[src/rtl/ln_pkg.sv]
// ---------------------------------------------------------------------------
// ln_pkg
// Shared definitions for the layer-norm input streamer:
//   - ln_state_e    : streamer FSM state encoding
//   - LN_FP_WIDTH   : bf16 gamma/beta element width
//   - LN_MAX_LANES  : widest lane count the mask helper supports
//   - mask_from_rem : lane mask for a partially filled final word
// ---------------------------------------------------------------------------
package ln_pkg;

    typedef enum logic [2:0] {
        LN_IDLE,
        LN_CFG,
        LN_READ,
        LN_DRAIN,
        LN_WAIT_LN,
        LN_DONE
    } ln_state_e;

    localparam int LN_FP_WIDTH  = 16;
    localparam int LN_MAX_LANES = 64;

    // A remainder of zero means the final word is completely full, so every
    // lane is valid; otherwise only the low 'rem' lanes carry elements.
    // Callers truncate the result to their own lane count.
    function automatic logic [LN_MAX_LANES-1:0] mask_from_rem(input int rem);
        logic [LN_MAX_LANES-1:0] m;
        if (rem == 0) begin
            m = '1;
        end else begin
            m = ~({LN_MAX_LANES{1'b1}} << rem);
        end
        return m;
    endfunction

endpackage

[src/rtl/ln_tail_mask.sv]
// ---------------------------------------------------------------------------
// ln_tail_mask
// Combinational lane-mask generator for the word currently being read.
// Ports:
//   word_idx : index of the word being issued (0 .. word_cnt-1)
//   word_cnt : total number of words in the vector
//   rem      : data_num mod BUS_NUM
//   mask     : per-lane valid mask for word_idx
// ---------------------------------------------------------------------------
module ln_tail_mask
    import ln_pkg::*;
#(
    parameter int BUS_NUM        = 8,
    parameter int DATA_NUM_WIDTH = 10,
    parameter int LANE_W         = $clog2(BUS_NUM)
) (
    input  logic [DATA_NUM_WIDTH-1:0] word_idx,
    input  logic [DATA_NUM_WIDTH-1:0] word_cnt,
    input  logic [LANE_W-1:0]         rem,
    output logic [BUS_NUM-1:0]        mask
);

    // Only the final word of a vector can be partial; every earlier word is full.
    always_comb begin
        mask = '1;
        if (word_idx == (word_cnt - DATA_NUM_WIDTH'(1))) begin
            mask = BUS_NUM'(mask_from_rem(int'(rem)));
        end
    end

endmodule

[src/rtl/layer_norm_in_streamer.sv]
// ---------------------------------------------------------------------------
// layer_norm_in_streamer
// Feeds one token vector of int8 activations plus matching bf16 gamma/beta
// words into the layer-norm engine. On start it latches the config, emits
// the three config pulses, reads ceil(data_num/BUS_NUM) words from both
// SRAMs and streams them out with per-lane valid masks, then stays busy
// until the engine reports ln_last.
//
// Optional feature macro: LN_STREAM_LANE_ZERO_EN
//   defined   : invalid lanes of data/gamma/beta are driven to zero
//   undefined : raw SRAM contents appear on invalid lanes
//
// Ports:
//   clk, rst_n (async, active-low)
//   start + cfg_* : launch and vector configuration
//   act_rd_* / par_rd_* : activation / parameter SRAM read ports (1-cycle latency)
//   ln_* : config pulses and data stream to layer-norm, ln_last back from it
//   busy, done : status
// ---------------------------------------------------------------------------
module layer_norm_in_streamer
    import ln_pkg::*;
#(
    parameter int BUS_NUM         = 8,
    parameter int DATA_NUM_WIDTH  = 10,
    parameter int SCALA_POS_WIDTH = 5,
    parameter int ADDR_WIDTH      = 8,
    parameter int FP_WIDTH        = LN_FP_WIDTH
) (
    input  logic                              clk,
    input  logic                              rst_n,
    input  logic                              start,
    input  logic [DATA_NUM_WIDTH-1:0]         cfg_data_num,
    input  logic [ADDR_WIDTH-1:0]             cfg_act_base,
    input  logic [ADDR_WIDTH-1:0]             cfg_par_base,
    input  logic signed [SCALA_POS_WIDTH-1:0] cfg_in_scale_pos,
    input  logic signed [SCALA_POS_WIDTH-1:0] cfg_out_scale_pos,
    output logic                              act_rd_en,
    output logic [ADDR_WIDTH-1:0]             act_rd_addr,
    input  logic [BUS_NUM*8-1:0]              act_rd_data,
    output logic                              par_rd_en,
    output logic [ADDR_WIDTH-1:0]             par_rd_addr,
    input  logic [2*BUS_NUM*FP_WIDTH-1:0]     par_rd_data,
    output logic [DATA_NUM_WIDTH-1:0]         ln_data_num,
    output logic                              ln_data_num_vld,
    output logic signed [SCALA_POS_WIDTH-1:0] ln_in_scale_pos,
    output logic                              ln_in_scale_pos_vld,
    output logic signed [SCALA_POS_WIDTH-1:0] ln_out_scale_pos,
    output logic                              ln_out_scale_pos_vld,
    output logic [BUS_NUM*8-1:0]              ln_fixed_data,
    output logic [BUS_NUM-1:0]                ln_fixed_data_vld,
    output logic [BUS_NUM*FP_WIDTH-1:0]       ln_gamma,
    output logic [BUS_NUM-1:0]                ln_gamma_vld,
    output logic [BUS_NUM*FP_WIDTH-1:0]       ln_beta,
    output logic [BUS_NUM-1:0]                ln_beta_vld,
    input  logic                              ln_last,
    output logic                              busy,
    output logic                              done
);

    localparam int LANE_W = $clog2(BUS_NUM);
    localparam int HALF_W = BUS_NUM * FP_WIDTH;

    ln_state_e                 state;
    ln_state_e                 next_state;
    logic [DATA_NUM_WIDTH-1:0] word_cnt;
    logic [DATA_NUM_WIDTH-1:0] rd_idx;
    logic [DATA_NUM_WIDTH-1:0] start_word_cnt;
    logic [LANE_W-1:0]         rem;
    logic [BUS_NUM-1:0]        lane_mask;
    logic [BUS_NUM-1:0]        vld_p1;
    logic [BUS_NUM*8-1:0]      data_next;
    logic [HALF_W-1:0]         gamma_next;
    logic [HALF_W-1:0]         beta_next;

    // Word count: whole words plus one more if any remainder bit is set.
    assign start_word_cnt = (cfg_data_num >> LANE_W)
                          + DATA_NUM_WIDTH'(|cfg_data_num[LANE_W-1:0]);

    ln_tail_mask #(
        .BUS_NUM        (BUS_NUM),
        .DATA_NUM_WIDTH (DATA_NUM_WIDTH),
        .LANE_W         (LANE_W)
    ) u_tail_mask (
        .word_idx (rd_idx),
        .word_cnt (word_cnt),
        .rem      (rem),
        .mask     (lane_mask)
    );

    always_ff @(posedge clk or negedge rst_n) begin
        if (!rst_n) begin
            state <= LN_IDLE;
        end else begin
            state <= next_state;
        end
    end

    // ln_last is only honoured once the last data word has left the output
    // register, so an early end-of-vector pulse cannot cut the stream short.
    always_comb begin
        next_state = state;
        unique case (state)
            LN_IDLE: begin
                if (start) begin
                    next_state = (cfg_data_num == '0) ? LN_DONE : LN_CFG;
                end
            end
            LN_CFG:   next_state = LN_READ;
            LN_READ: begin
                if (rd_idx == (word_cnt - DATA_NUM_WIDTH'(1))) begin
                    next_state = LN_DRAIN;
                end
            end
            LN_DRAIN: next_state = LN_WAIT_LN;
            LN_WAIT_LN: begin
                if (ln_last && (ln_fixed_data_vld == '0)) begin
                    next_state = LN_DONE;
                end
            end
            LN_DONE:  next_state = LN_IDLE;
            default:  next_state = LN_IDLE;
        endcase
    end

    // Split the returning SRAM words into lanes, optionally blanking the
    // lanes that carry no element of this vector.
    always_comb begin
        data_next  = act_rd_data;
        gamma_next = par_rd_data[HALF_W-1:0];
        beta_next  = par_rd_data[2*HALF_W-1:HALF_W];
`ifdef LN_STREAM_LANE_ZERO_EN
        for (int i = 0; i < BUS_NUM; i++) begin
            if (!vld_p1[i]) begin
                data_next[8*i +: 8]               = '0;
                gamma_next[FP_WIDTH*i +: FP_WIDTH] = '0;
                beta_next[FP_WIDTH*i +: FP_WIDTH]  = '0;
            end
        end
`endif
    end

    // All outputs are registered from next_state so that every pulse lines
    // up with the state it belongs to. vld_p1 carries the lane mask of each
    // issued read for one cycle, matching the SRAM latency.
    always_ff @(posedge clk or negedge rst_n) begin
        if (!rst_n) begin
            word_cnt             <= '0;
            rem                  <= '0;
            rd_idx               <= '0;
            vld_p1               <= '0;
            act_rd_en            <= 1'b0;
            act_rd_addr          <= '0;
            par_rd_en            <= 1'b0;
            par_rd_addr          <= '0;
            ln_data_num          <= '0;
            ln_data_num_vld      <= 1'b0;
            ln_in_scale_pos      <= '0;
            ln_in_scale_pos_vld  <= 1'b0;
            ln_out_scale_pos     <= '0;
            ln_out_scale_pos_vld <= 1'b0;
            ln_fixed_data        <= '0;
            ln_fixed_data_vld    <= '0;
            ln_gamma             <= '0;
            ln_gamma_vld         <= '0;
            ln_beta              <= '0;
            ln_beta_vld          <= '0;
            busy                 <= 1'b0;
            done                 <= 1'b0;
        end else begin
            ln_data_num_vld      <= 1'b0;
            ln_in_scale_pos_vld  <= 1'b0;
            ln_out_scale_pos_vld <= 1'b0;
            busy                 <= (next_state != LN_IDLE);
            done                 <= (next_state == LN_DONE);
            act_rd_en            <= (next_state == LN_READ);
            par_rd_en            <= (next_state == LN_READ);

            if ((state == LN_IDLE) && start) begin
                word_cnt    <= start_word_cnt;
                rem         <= cfg_data_num[LANE_W-1:0];
                rd_idx      <= '0;
                act_rd_addr <= cfg_act_base;
                par_rd_addr <= cfg_par_base;
                if (cfg_data_num != '0) begin
                    ln_data_num          <= cfg_data_num;
                    ln_in_scale_pos      <= cfg_in_scale_pos;
                    ln_out_scale_pos     <= cfg_out_scale_pos;
                    ln_data_num_vld      <= 1'b1;
                    ln_in_scale_pos_vld  <= 1'b1;
                    ln_out_scale_pos_vld <= 1'b1;
                end
            end else if ((state == LN_READ) && (next_state == LN_READ)) begin
                rd_idx      <= rd_idx + DATA_NUM_WIDTH'(1);
                act_rd_addr <= act_rd_addr + ADDR_WIDTH'(1);
                par_rd_addr <= par_rd_addr + ADDR_WIDTH'(1);
            end

            vld_p1            <= act_rd_en ? lane_mask : '0;
            ln_fixed_data_vld <= vld_p1;
            ln_gamma_vld      <= vld_p1;
            ln_beta_vld       <= vld_p1;
            if (vld_p1 != '0) begin
                ln_fixed_data <= data_next;
                ln_gamma      <= gamma_next;
                ln_beta       <= beta_next;
            end
        end
    end

endmodule

[config.mk]
export PLATFORM = sky130hd
export DESIGN_NAME = layer_norm_in_streamer
export DESIGN_NICKNAME = d
export VERILOG_FILES = /design/src/rtl/ln_pkg.sv /design/src/rtl/ln_tail_mask.sv /design/src/rtl/layer_norm_in_streamer.sv
export SDC_FILE = /design/constraint.sdc
export NUM_CORES = 1
export LEC_CHECK = 0
export BUFFER_PORTS_ARGS = -buffer_cell sky130_fd_sc_hd__buf_2
export CAP_MARGIN = 20
export CORE_AREA = 5 5 292 294
export CTS_CLUSTER_DIAMETER = 60
export DETAILED_ROUTE_END_ITERATION = 7
export DIE_AREA = 0 0 297 299
export GPL_TIMING_DRIVEN = 0
export PLACE_DENSITY = 0.44
export SLEW_MARGIN = 20
export SYNTH_ARGS = -nofsm -noshare
export SYNTH_HDL_FRONTEND = slang
export SYNTH_SLANG_ARGS = --single-unit
[constraint.sdc]
create_clock -name clk -period 6.6 [get_ports clk]
set_input_delay 0.33 -clock clk [delete_from_list [all_inputs] [get_ports clk]]
set_output_delay 0.33 -clock clk [all_outputs]
set_load 0.005 [all_outputs]
=== Yosys cells after proc, flatten, opt, wreduce, memory -nomap -nowiden ===
Index checks and enable logic that the tools add are counted.

* RAM bits: 0
* Register bits after elaboration: 402
* Bits in latches: 0
* Logic and storage cells: 61
* Memory bits (read-only): 0
* Memories kept: 0

* Add/sub/neg operators: 5
* Div/mod/pow operators: 0
* Order comparisons: 0
* Shift operators: 1
* Muxes and demuxes: 16
* Equal/unequal tests: 7
* Reductions and logical operators: 13
* Multiply operators: 0
* Bitwise operators: 1

{| class="wikitable"
|+ Operator list
! operator !! number
|-
| 64-bit by 3-bit << shifter with 8-bit output (first input constant) || 1
|-
| 8-bit 2-to-1 mux || 7
|-
| 10-bit 2-to-1 mux || 2
|-
| 8-bit by 1-bit adder with 8-bit output (second input constant) || 2
|-
| 3-bit one-hot mux with 5 select lines || 1
|-
| 3-bit 2-to-1 mux || 4
|-
| 10-bit by 1-bit adder with 10-bit output (second input constant) || 1
|-
| 10-bit == test || 1
|-
| 10-bit logical NOT || 1
|-
| 10-bit nonzero test || 1
|-
| 10-bit by 1-bit subtractor with 10-bit output (second input constant) || 1
|-
| 3-bit by 2-bit == test with 1-bit output (second input constant) || 3
|-
| 7-bit by 1-bit adder with 8-bit output || 1
|-
| 8-bit logical NOT || 1
|-
| 8-bit inverter || 1
|-
| 8-bit nonzero test || 1
|-
| 3-bit == test (second input constant) || 2
|-
| 3-bit logical NOT || 2
|-
| 3-bit by 1-bit == test with 1-bit output (second input constant) || 1
|-
| 1-bit logical AND || 3
|-
| 3-bit nonzero test || 1
|-
| 3-bit OR reduction || 1
|-
| 1-bit 2-to-1 mux || 2
|-
| 2-bit AND reduction || 1
|-
| 2-bit nonzero test || 1
|}

=== Depth between registers and ports, before layout ===
Gate-level depths: netlist of the first run.

* Word-level depth: 8
* Mapped depth: 11
* Gate-level depth less buffers: 9

=== Modules after synthesis ===
From an unflattened synthesis of the first run, not the netlist that was laid out.

* Cell total of the unflattened synthesis: 1,147
* Area, all modules: 16,170.5 µm²

{| class="wikitable"
|+ Modules (own cells, without submodules)
! module !! sequential area each (µm²) !! area each (µm²) !! cells each !! times used
|-
| layer_norm_in_streamer || 10,009.6 || 15,667.5 || 1,077 || 1
|-
| ln_tail_mask || 0.0 || 503.0 || 70 || 1
|}

=== Worst setup path after synthesis of the first run ===
Ideal clock, no wire load.

* Path kind: register to register
* Start: reg word_cnt[2]
* End: reg vld_p1[2]
* Path slack: 3.978 ns
* Data required time: 6.466 ns
* Stages on the path, launching flop included: 9
* Arrival time: 2.488 ns
* Path buffers: 1
* Library setup time: 0.134 ns
* Cell sequence: dfrtp_1 -> or4_1 -> buf_2 -> or4_4 -> xor2_1 -> and4_4 -> nand2_1 -> a2111oi_0 -> nor2b_1

* Word-level cells in the longest chain between the ends: 4

{| class="wikitable"
|+ Ends and longest elaborated chain
! item !! line !! RTL
|-
| from (decl) || layer_norm_in_streamer.sv:65 || <nowiki>logic [DATA_NUM_WIDTH-1:0] word_cnt;</nowiki>
|-
| from (signal assigned) || layer_norm_in_streamer.sv:179 || <nowiki>word_cnt <= start_word_cnt;</nowiki>
|-
| 10-bit by 1-bit subtractor with 10-bit output || ln_tail_mask.sv:26 || <nowiki>if (word_idx == (word_cnt - DATA_NUM_WIDTH'(1))) begin</nowiki>
|-
| 10-bit == test || ln_tail_mask.sv:26 ||
|-
| 8-bit 2-to-1 mux || ln_tail_mask.sv:26 ||
|-
| 8-bit 2-to-1 mux || layer_norm_in_streamer.sv:198 || <nowiki>vld_p1 <= act_rd_en ? lane_mask : '0;</nowiki>
|-
| to (signal assigned) || layer_norm_in_streamer.sv:198 ||
|-
| to (decl) || layer_norm_in_streamer.sv:70 || <nowiki>logic [BUS_NUM-1:0] vld_p1;</nowiki>
|}

No other way between the ends.
A chain may end at the register's enable or synchronous reset.

=== Final worst setup path of the first run ===
Same ends and word-level chain as after synthesis.

==> impl_metrics.tcl, run 1 <==
set metrics [dict create \
    status "finished clean" \
    finalHoldViolations 0 \
    syn-num-nets 1475 \
    grtUsageTotal 0.1268 \
    yosys_warnings 0 \
    cp_slowest_stage_delay_ps 540 \
    synthCells 1107 \
    drv_cap 0 \
    setup-tns-final_ps 0 \
    relSlewSlack 0.4173 \
    critPathSlowestCell "a2111oi_0" \
    synthArstFlopShare 1.000 \
    top_level_ports 747 \
    cts-root-buf "clkbuf_16" \
    clock_latency_ps 580 \
    drc 0 \
    yosysUniqueCellTypes 50 \
    hold-path-endpoint "par_rd_addr[7]" \
    ir_drop_mv 0.1651 \
    ys.flop_type "dfrtp_1" \
    die_w_um 297 \
    cp_top_family "simple AND/OR/NAND/NOR gates" \
    post_cts_buffers 0 \
    synth_top_family_by_area "multiplexers" \
    route.detailed.wl_per_inst_um 17.38 \
    synth_compound_area_frac 0.02718 \
    critPathArrivalTime_ps 3490 \
    worst-path-max-fanout 8 \
    syn_area_per_cell_um2 14.26 \
    dr.first_iter.drc_count 535 \
    drive_above_1_share 0.5179 \
    worstSetupStartpointType "flop" \
    grt_max_degree 99 \
    worstSetupPathType "reg -> reg" \
    drt_pass1_iterations 4 \
    synth_area_um2 15790 \
    p_leak_nw 12.43 \
    dpl.hpwl_um 45090 \
    tritoncts.num_buffers 49 \
    synth_fa_ha_area_frac 0.006340 \
    synth-edff-count 0 \
    routed_wl_um 58800 \
    tightest_slew_ps 866.1 \
    area_delta_synth_final_pct 66.10 \
    drtAntennaViolNets 0 \
    r2r_start "word_cnt[2]" \
    crit_buf_inv 1 \
    yosys.area_share.simple 0.05888 \
    seq_area_frac_synth 0.6340 \
    grt_pass1_wl_um 89710 \
    place_congestion 0.8339 \
    die_h_um 299 \
    hp-class "in -> reg" \
    port_buffers 746 \
    fmax_mhz 326.0 \
    dp_slack_ps 3554 \
    required_ps 7030 \
    cts.sinks 400 \
    reg2reg_slack_ps 3530 \
    worst_r2r_path_depth 8 \
    post-route-period-util 0.4648 \
    rows 106 \
    synth-seq-cells 400 \
    endpoint_kind "flop" \
    viasPerCell 3.962 \
    dp.cells 2937 \
    grt_overflow 0 \
    path_cells "or4_1 > buf_2 > or4_4 > xor2_1 > and4_4 > nand2_1 > a2111oi_0 > nor2b_1" \
    synthMuxAreaShare 0.2358 \
    rsz0062_at_grt "false" \
    core_area_um2 82630 \
    start_util 0.1911 \
    grt_antenna_before_repair 7 \
    setup_viol 0 \
    cts_tree "built" \
    hold_depth 3 \
    final_cells 3382 \
    die_area_um2 88800 \
    grt_pass1_vias 14640 \
    min_period_ps 3067 \
    power_density_nw_per_um2 319.4 \
    worst_slack_ps 3533 \
    hold_start "cfg_par_base[7]" \
    clockBufferDepth 3 \
    synth-xor-area-share 0.01220 \
    hold_ws_ps 53.53 \
    timing.rr.end "vld_p1[2]" \
    fin_nets 2623 \
    cts.htree.levels 2 \
    slew_violations 0 \
    finalClockSkew_ps 15.30 \
    vias 13400 \
    clkTransAtPathRegs_ps 60 \
]
## sequential cells by signal (all words and copies together), names as in the netlist
register and count:
rem 3, ln_out_scale_pos_vld 1, busy 1, ln_data_num 10
ln_gamma 128, vld_p1 8, ln_beta 128, word_cnt 8
par_rd_addr 8, rd_idx 10, ln_in_scale_pos 5, done 1
ln_out_scale_pos 5, ln_fixed_data 64, act_rd_addr 8, par_rd_en 1
state 3, ln_beta_vld 8
## per-layer routing
layer	global-route usage	vias to the layer above	part of all wire
li1	-	6188	-
met1	0.1497	6593	0.40
met2	0.2218	509	0.50
met3	0.03843	110	0.069
met4	0.03993	0	0.030
met5	0	-	0
## cell type report
| type | count | area, µm² |
|---|---|---|
| diodes | 6 | 15.01 |
| plain buffers | 72 | 360.3 |
| clock buffers | 68 | 1418 |
| clock inverters | 24 | 324.1 |
| fillers | 8377 | 56400 |
| inverters | 12 | 45.04 |
| multi-input cells | 623 | 5375 |
| flip-flops and latches | 400 | 10010 |
| well taps | 1080 | 1351 |
| repair buffers | 1097 | 7327 |
## where the power goes
group / switching (W) / leakage, nW / total, W / internal (W)
clock: 0.00110 / 0.848 / 0.00284 / 0.00175
combinational: 0.00108 / 6.87 / 0.00223 / 0.00116
sequential: 0.000380 / 4.72 / 0.00330 / 0.00292
total: 0.00255 / 12.4 / 0.00838 / 0.00582
## how the worst max path moves through the flow
stage,start,to,cells after the start
after detailed placement,word_cnt[2],vld_p1[2],8
final,word_cnt[2],vld_p1[2],8
after global placement,rst_n,ln_fixed_data[24],1
after CTS,word_cnt[2],vld_p1[2],8
after floorplan,word_cnt[2],vld_p1[2],8
after global routing,word_cnt[2],vld_p1[2],8
## synth_stat cells (all sizes together) (6+ instances only)
cell type,number,area (µm²)
a21oi,9,45.04
a31oi,8,50.05
buf,25,182.7
clkbuf,47,176.4
dfrtp,400,10010
ha,8,100.1
inv,12,45.04
mux2,320,3603
mux2i,12,120.1
nand2,93,349.1
nand2b,7,43.79
nand3,13,65.06
nand4,10,62.56
nor2,23,86.33
nor3,12,60.06
nor4,6,37.54
o21ai,24,123.9
or3,8,50.05
xnor2,11,96.34
xor2,11,96.34
## logic make-up after synthesis
group	after synthesis
buffers and inverters	84
AOI/OAI and AO/OA	65
muxes	332
and+or+nand+nor	196
adders and majority gates	8
xor gates and xnor gates	22
DFF	400
## worst min-delay path, stage by stage
cell	delay, ps
buf_2	100
nor2_1	100
a31oi_1	50
## cell usage in the layout (no fill, tap or decap), drive strengths merged, types with 4 or more instances in the layout
| master | instances |
|---|---|
| a21boi | 4 |
| a21oi | 9 |
| a22o | 4 |
| a31oi | 8 |
| and3 | 5 |
| buf | 774 |
| bufinv | 6 |
| clkbuf | 116 |
| clkinv | 11 |
| clkinvlp | 4 |
| dfrtp | 400 |
| diode | 6 |
| dlygate4sd3 | 347 |
| ha | 8 |
| inv | 15 |
| mux2 | 320 |
| mux2i | 12 |
| nand2 | 93 |
| nand2b | 7 |
| nand3 | 13 |
| nand4 | 10 |
| nor2 | 23 |
| nor2b | 4 |
| nor3 | 12 |
| nor4 | 6 |
| o21ai | 24 |
| or2 | 4 |
| or3 | 8 |
| or4 | 4 |
| xnor2 | 11 |
| xor2 | 11 |
## through the flow
stage / total power (W) / instance area (µm²) / util
floorplan: 0.004343 / 15790 / -
global placement: 0.005396 / 20870 / 0.2526
detailed placement: 0.005437 / 20990 / 0.2541
CTS: 0.008528 / 26210 / 0.3172
global route: 0.008880 / 26220 / 0.3173
finish: 0.008378 / 26230 / 0.3174
## repair_timing
action / CTS / global route
setup endpoints to repair: 0 / 0
endpoints found under the hold margin: 550 / 0
hold buffers: 347 / 0
gates resized for setup: 0 / 0
No activity file was read; power rests on OpenSTA's default activity.
==> inputs of run 2 (changes only) <==
--- a/config.mk
+++ b/config.mk
@@ -5,14 +5,15 @@
 export SDC_FILE = /design/constraint.sdc
 export NUM_CORES = 1
 export LEC_CHECK = 0
+export ABC_AREA = 1
 export BUFFER_PORTS_ARGS = -buffer_cell sky130_fd_sc_hd__buf_2
 export CAP_MARGIN = 20
-export CORE_AREA = 5 5 292 294
+export CORE_AREA = 5 5 285 287
 export CTS_CLUSTER_DIAMETER = 60
 export DETAILED_ROUTE_END_ITERATION = 7
-export DIE_AREA = 0 0 297 299
+export DIE_AREA = 0 0 290 292
 export GPL_TIMING_DRIVEN = 0
-export PLACE_DENSITY = 0.44
+export PLACE_DENSITY = 0.47
 export SLEW_MARGIN = 20
 export SYNTH_ARGS = -nofsm -noshare
 export SYNTH_HDL_FRONTEND = slang
==> constraint.sdc (replaced) <==
create_clock -name clk -period 2.7 [get_ports clk]
set_input_delay 0.135 -clock clk [delete_from_list [all_inputs] [get_ports clk]]
set_output_delay 0.135 -clock clk [all_outputs]
set_load 0.005 [all_outputs]
==> run 2 against run 1 <==
Net effect: global-route usage is 2.5 points higher; routed wire length is 13% higher; flip-flop and latch count stayed put; critical path depth is 3 lower; worst hold slack better by 16 ps.
==> impl_metrics.tcl, run 2 <==
set metrics [dict create \
    grt_pass1_wl_um 99600 \
    fin_nets 2747 \
    vias 13960 \
    power_frac_seq 0.423 \
    layout_commonest_cell "buf_2" \
    drt-met1-wl_um 27290 \
    multiInputGateArea_um2 5368 \
    dr.first_iter.drc_count 459 \
    grtUsageTotal 0.1516 \
    syn-num-nets 1585 \
    synth-edff-count 0 \
    cp_common_cell "buf_2" \
    post-route-util 0.3394 \
    wl_met2_um 32600 \
    p_switching_w 0.003519 \
    routed_wl_um 66730 \
    clkTransAtPathRegs_ps 60 \
    synthArstFlopShare 1.000 \
    finalHoldViolations 0 \
    relSlewSlack 0.5431 \
    critPathArrivalTime_ps 2810 \
    yosysUniqueCellTypes 31 \
    grt_overflow 0 \
    cts-root-buf "clkbuf_16" \
    path_cells "nor4_1 > and2_2 > buf_2 > buf_2 > mux2_2" \
    top_layer_used "met5" \
    rsz0062_at_grt "false" \
    comb_power_share 0.099 \
    cp_slowest_stage_delay_ps 460 \
    setup-tns-final_ps 0 \
    final_cell_mix "783 x buf_2, 400 x dfrtp_1, 359 x dlygate4sd3_1, 320 x mux2_2, 181 x nand2_1" \
    final_area_um2 26590 \
    rows 103 \
    worst-path-max-fanout 10 \
    endpoint_kind "flop" \
    fmax_mhz 423.9 \
    seq_area_frac_synth 0.6255 \
    grt_max_degree 99 \
    status "finished clean" \
    synth_top_area_share 0.6255 \
    clockBufferDepth 3 \
    hold_ws_ps 69.21 \
    post-route-period-util 0.8737 \
    n_fill_cell 7879 \
    synth_area_leaders "dfrtp_1 63%, mux2_2 23%, nand2_1 4.2%, nand3_1 1.6%, inv_1 1.3%" \
    worstSetupPathType "reg -> reg" \
    syn_area_per_cell_um2 13.15 \
    wl_met3_um 4253 \
    synth_common_cells "400 x dfrtp_1, 320 x mux2_2, 181 x nand2_1, 57 x inv_1, 50 x nand3_1" \
    cts_tree "built" \
    critPathSlowestCell "buf_2" \
    drv_cap 0 \
    ir_drop_mv 0.3727 \
    setup_viol 0 \
    timing.rr.end "ln_beta[64]" \
    synth_area_um2 16000 \
    tritoncts.num_buffers 52 \
    port_buffers 746 \
    clock_latency_ps 590 \
    tightest_slew_ps 685.4 \
    top_level_ports 747 \
    core_area_um2 78360 \
    drive_above_1_share 0.5068 \
    drtAntennaViolNets 0 \
    grt_antenna_before_repair 15 \
    dpl.hpwl_um 51780 \
    grt_pass1_vias 15300 \
    clockPowerShare 0.477 \
    slew_violations 0 \
    r2r_start "vld_p1[1]" \
    worst_r2r_path_depth 5 \
    synth-seq-cells 400 \
    finalClockSkew_ps 18.75 \
    worstSetupStartpointType "flop" \
    yosys_warnings 0 \
    area_delta_synth_final_pct 66.17 \
    route.detailed.wl_per_inst_um 19.19 \
    swShare 0.2339 \
    register_area_um2 10010 \
    reg2reg_slack_ps 340 \
    largest_registers "ln_beta: 128 flops, ln_gamma: 128 flops, ln_fixed_data: 64 flops" \
    die_area_um2 84680 \
    yosysMostFrequentCell "dfrtp_1" \
    hp-class "in -> async" \
    yosysTopAreaCell "dfrtp_1" \
    place_congestion 0.8403 \
    die_h_um 292 \
    required_ps 3160 \
    p_total_w 0.01504 \
    viasPerCell 4.015 \
    p_leak_nw 12.57 \
    ys.flop_type "dfrtp_1" \
    min_period_ps 2359 \
    start_util 0.2042 \
    drt_pass1_iterations 4 \
    placed_area_um2 21170 \
    synthCells 1217 \
    p_int_w 0.01152 \
    cts.htree.levels 2 \
    die_w_um 290 \
    cts.sinks 400 \
    drc 0 \
    power_density_nw_per_um2 565.7 \
]
[run 2: layout make-up]
cell class	count	area share
buffer	71	0.01534
tap	1050	0.04941
multi-input combinational	688	0.2019
antenna	8	0.0007529
inverter	57	0.008046
clock inverter	25	0.01336
sequential	400	0.3764
clock buffer	69	0.05472
timing repair buffer	1109	0.2801
[run 2: cells by family after synthesis]
logic type	count (synthesis)	synth area share
multiplexers	320	0.2252
AND/OR/NAND/NOR	291	0.07780
flip-flops	400	0.6255
XOR/XNOR	18	0.009852
buffers and inverters	129	0.03910
adder cells (fa/ha/maj)	8	0.006256
AO/OA/AOI/OAI	51	0.01626
[run 2: how the worst max path moves through the flow]
| stage | slack [ps] | end | from |
|---|---|---|---|
| after floorplan | 760 | rd_idx[3] | word_cnt[0] |
| after detailed placement | -190 | ln_beta[116] | vld_p1[1] |
| after global routing | 140 | ln_beta[64] | vld_p1[1] |
| final | 340 | ln_beta[64] | vld_p1[1] |
| after CTS | 210 | ln_beta[121] | vld_p1[1] |
| after global placement | -6600 | ln_gamma[42] | rst_n |
[run 2: metrics by stage]
stage / worst slack, ps / instances
after global routing: 136.0 / 3476
final: 341.0 / 3477
after floorplan: 757.9 / 1217
after CTS: 205.3 / 3469
after global placement: -6598 / 3013
after detailed placement: -187.5 / 3017
[run 2: worst max-delay path, delay by kind of cell, from the launching register on]
family	cells	cell delay [ps]
buffers and inverters	2	850
AND/OR/NAND/NOR	2	620
flip-flops	1	370
multiplexers	1	370
[run 2: power by group through the flow]
stage	Sequential, W	Clock [W]	Combinational [W]
floorplan	0.00648	0	0.000225
global placement	0.00646	0	0.00105
detailed placement	0.00647	0	0.00108
CTS	0.00636	0.00745	0.00152
global route	0.00639	0.00769	0.00162
finish	0.00637	0.00718	0.00149
[run 2: per-layer routing]
metal / track usage / vias to the layer above
li1: - / 6427
met1: 0.1841 / 6860
met2: 0.2578 / 546
met3: 0.04099 / 123
met4: 0.05886 / 4
met5: 0 / -
[run 2: timing repair]
item / 4_1_cts / 5_1_grt
hold buffers: 359 / 0
endpoints found under the setup margin: 236 / 0
hold endpoints to repair: 643 / 0
gates resized for setup: 1 / 0
setup buffers: 0 / 0
==> inputs of run 3 (changes only) <==
--- a/config.mk
+++ b/config.mk
@@ -8,12 +8,14 @@
 export ABC_AREA = 1
 export BUFFER_PORTS_ARGS = -buffer_cell sky130_fd_sc_hd__buf_2
 export CAP_MARGIN = 20
-export CORE_AREA = 5 5 285 287
+export CELL_PAD_IN_SITES_DETAIL_PLACEMENT = 0
+export CELL_PAD_IN_SITES_GLOBAL_PLACEMENT = 1
+export CORE_AREA = 5 5 290 292
 export CTS_CLUSTER_DIAMETER = 60
 export DETAILED_ROUTE_END_ITERATION = 7
-export DIE_AREA = 0 0 290 292
+export DIE_AREA = 0 0 295 297
 export GPL_TIMING_DRIVEN = 0
-export PLACE_DENSITY = 0.47
+export PLACE_DENSITY = 0.55
 export SLEW_MARGIN = 20
 export SYNTH_ARGS = -nofsm -noshare
 export SYNTH_HDL_FRONTEND = slang
==> run 3 against run 2 <==
Net effect: routed wire length is 0.66% higher; flip-flop and latch count stayed put; highest routed layer unchanged; largest power group unchanged; combinational power hardly changed; global-route usage is 0.50 points lower; sequential power hardly changed; power is 4.6% lower; clock skew is 1.8 ps higher; non-clock buffer count is 2 lower; first-iteration DRC count is 2.4% higher; die area is 3.5% higher; count of clock-buffer cells in the layout is 4 lower.
==> impl_metrics.tcl, run 3 (synthesis gave the netlist of run 2 again) <==
set metrics [dict create \
    dr.first_iter.drc_count 470 \
    start_util 0.1968 \
    setup-tns-final_ps 0 \
    grt_pass1_vias 15100 \
    finalClockSkew_ps 20.54 \
    endpoint_kind "flop" \
    worstSetupPathType "reg -> reg" \
    finalHoldViolations 0 \
    drv_cap 0 \
    core_area_um2 81320 \
    p_leak_nw 12.46 \
    viasPerCell 3.960 \
    drtAntennaViolNets 0 \
    cp_common_cell "nand2_1" \
    drt_pass1_iterations 5 \
    clkTransAtPathRegs_ps 60 \
    route.detailed.wl_per_inst_um 19.27 \
    post-route-period-util 0.9470 \
    crit_buf_inv 1 \
    status "finished clean" \
    worst-path-max-fanout 10 \
    p_int_w 0.01095 \
    grt_antenna_before_repair 23 \
    top_level_ports 747 \
    critPathSlowestCell "nor4_1" \
    worstSetupStartpointType "flop" \
    reg2reg_slack_ps 140 \
    tightest_slew_ps 943.3 \
    grt_pass1_wl_um 97960 \
    drive_above_1_share 0.5039 \
    area_delta_synth_final_pct 65.02 \
    cts-root-buf "clkbuf_16" \
    multiInputGateArea_um2 5366 \
    rsz0062_at_grt "false" \
    drc 0 \
    cts_tree "built" \
    largest_registers "ln_beta: 128 flops, ln_gamma: 128 flops, ln_fixed_data: 64 flops" \
    clockBufferDepth 3 \
    hp-class "in -> async" \
    cp_slowest_stage_delay_ps 850 \
    p_total_w 0.01434 \
    cts.sinks 400 \
    clockPowerShare 0.454 \
    critPathArrivalTime_ps 3020 \
    p_switching_w 0.003391 \
    dpl.hpwl_um 53440 \
    layout_commonest_cell "buf_2" \
    timing.rr.end "act_rd_addr[3]" \
    slew_violations 0 \
    register_area_um2 10010 \
    swShare 0.2364 \
    die_w_um 295 \
    cts.htree.levels 2 \
    min_period_ps 2557 \
    cp_top_family "simple AND/OR/NAND/NOR gates" \
    fmax_mhz 391.1 \
    grt_max_degree 98 \
    path_cells "nor4_1 > a31oi_1 > nand4_4 > nand2_4 > buf_6 > nand2_1 > nand2_1" \
    final_cell_mix "782 x buf_2, 400 x dfrtp_1, 357 x dlygate4sd3_1, 320 x mux2_2, 181 x nand2_1" \
    relSlewSlack 0.3654 \
    vias 13800 \
    power_density_nw_per_um2 543.2 \
    tritoncts.num_buffers 49 \
    setup_viol 0 \
    r2r_start "ln_beta_vld[2]" \
    power_frac_seq 0.443 \
    fin_nets 2742 \
    worst_r2r_path_depth 7 \
    n_fill_cell 8217 \
    port_buffers 746 \
    place_congestion 0.8303 \
    post_cts_buffers 0 \
    grtUsageTotal 0.1466 \
    routed_wl_um 67170 \
    die_h_um 297 \
    clock_latency_ps 590 \
    die_area_um2 87620 \
    required_ps 3160 \
    ir_drop_mv 0.3428 \
    grt_overflow 0 \
    rows 105 \
    comb_power_share 0.103 \
]
[run 3: final cells by class]
cell class              instances  area share
clock buffers                  65     0.05098
inverters                      57    0.008102
plain buffers                  71     0.01554
diodes                          9   0.0008529
clock inverters                19     0.01028
repair buffers               1107      0.2813
multi-input cells             688      0.2032
flip-flops and latches        400      0.3791
well taps                    1070     0.05070
[run 3: metal layers]
layer	share of wire	up-vias	global-route usage	wire length, µm
li1	-	6386	-	-
met1	0.41	6795	0.1763	27300
met2	0.49	525	0.2555	33100
met3	0.073	93	0.03972	4906
met4	0.027	4	0.04488	1842
met5	0.00033	-	0	22
[run 3: stage by stage]
stage | setup WS [ps] | instances | instance area, µm² | hold slack (ps) | utilization
after floorplan | 757.9 | 1217 | 16000 | -160.6 | -
after detailed placement | -190.9 | 3037 | 21190 | 121.6 | 0.2606
after CTS | 70.15 | 3477 | 26380 | 62.57 | 0.3244
after global routing | 22.92 | 3484 | 26400 | 122.2 | 0.3247
final | 143.1 | 3486 | 26410 | 98.99 | 0.3247
after global placement | -6756 | 3033 | 21070 | 332.5 | 0.2591
[run 3: power groups by stage]
stage / clock network (W) / logic [W] / registers (W)
2_1_floorplan: 0 / 0.000225 / 0.00648
3_3_place_gp: 0 / 0.00103 / 0.00646
3_5_place_dp: 0 / 0.00106 / 0.00646
4_1_cts: 0.00678 / 0.00151 / 0.00636
5_1_grt: 0.00699 / 0.00161 / 0.00638
6_report: 0.00651 / 0.00148 / 0.00636
[run 3: repair_timing]
item	CTS	global route
hold buffers	357	0
setup endpoints to repair	30	0
gates resized for setup	1	0
endpoints found under the hold margin	533	0
[run 3: worst max path at each step]
stage / slack, ps / endpoint / start / depth (start not counted)
3_3_place_gp: -6760 / ln_beta[77] / rst_n / 1
6_report: 140 / act_rd_addr[3] / ln_beta_vld[2] / 7
5_1_grt: 20 / act_rd_addr[2] / ln_beta_vld[2] / 7
3_5_place_dp: -190 / ln_gamma[39] / vld_p1[0] / 6
4_1_cts: 70 / act_rd_addr[3] / ln_beta_vld[2] / 7
2_1_floorplan: 760 / rd_idx[3] / word_cnt[0] / 16
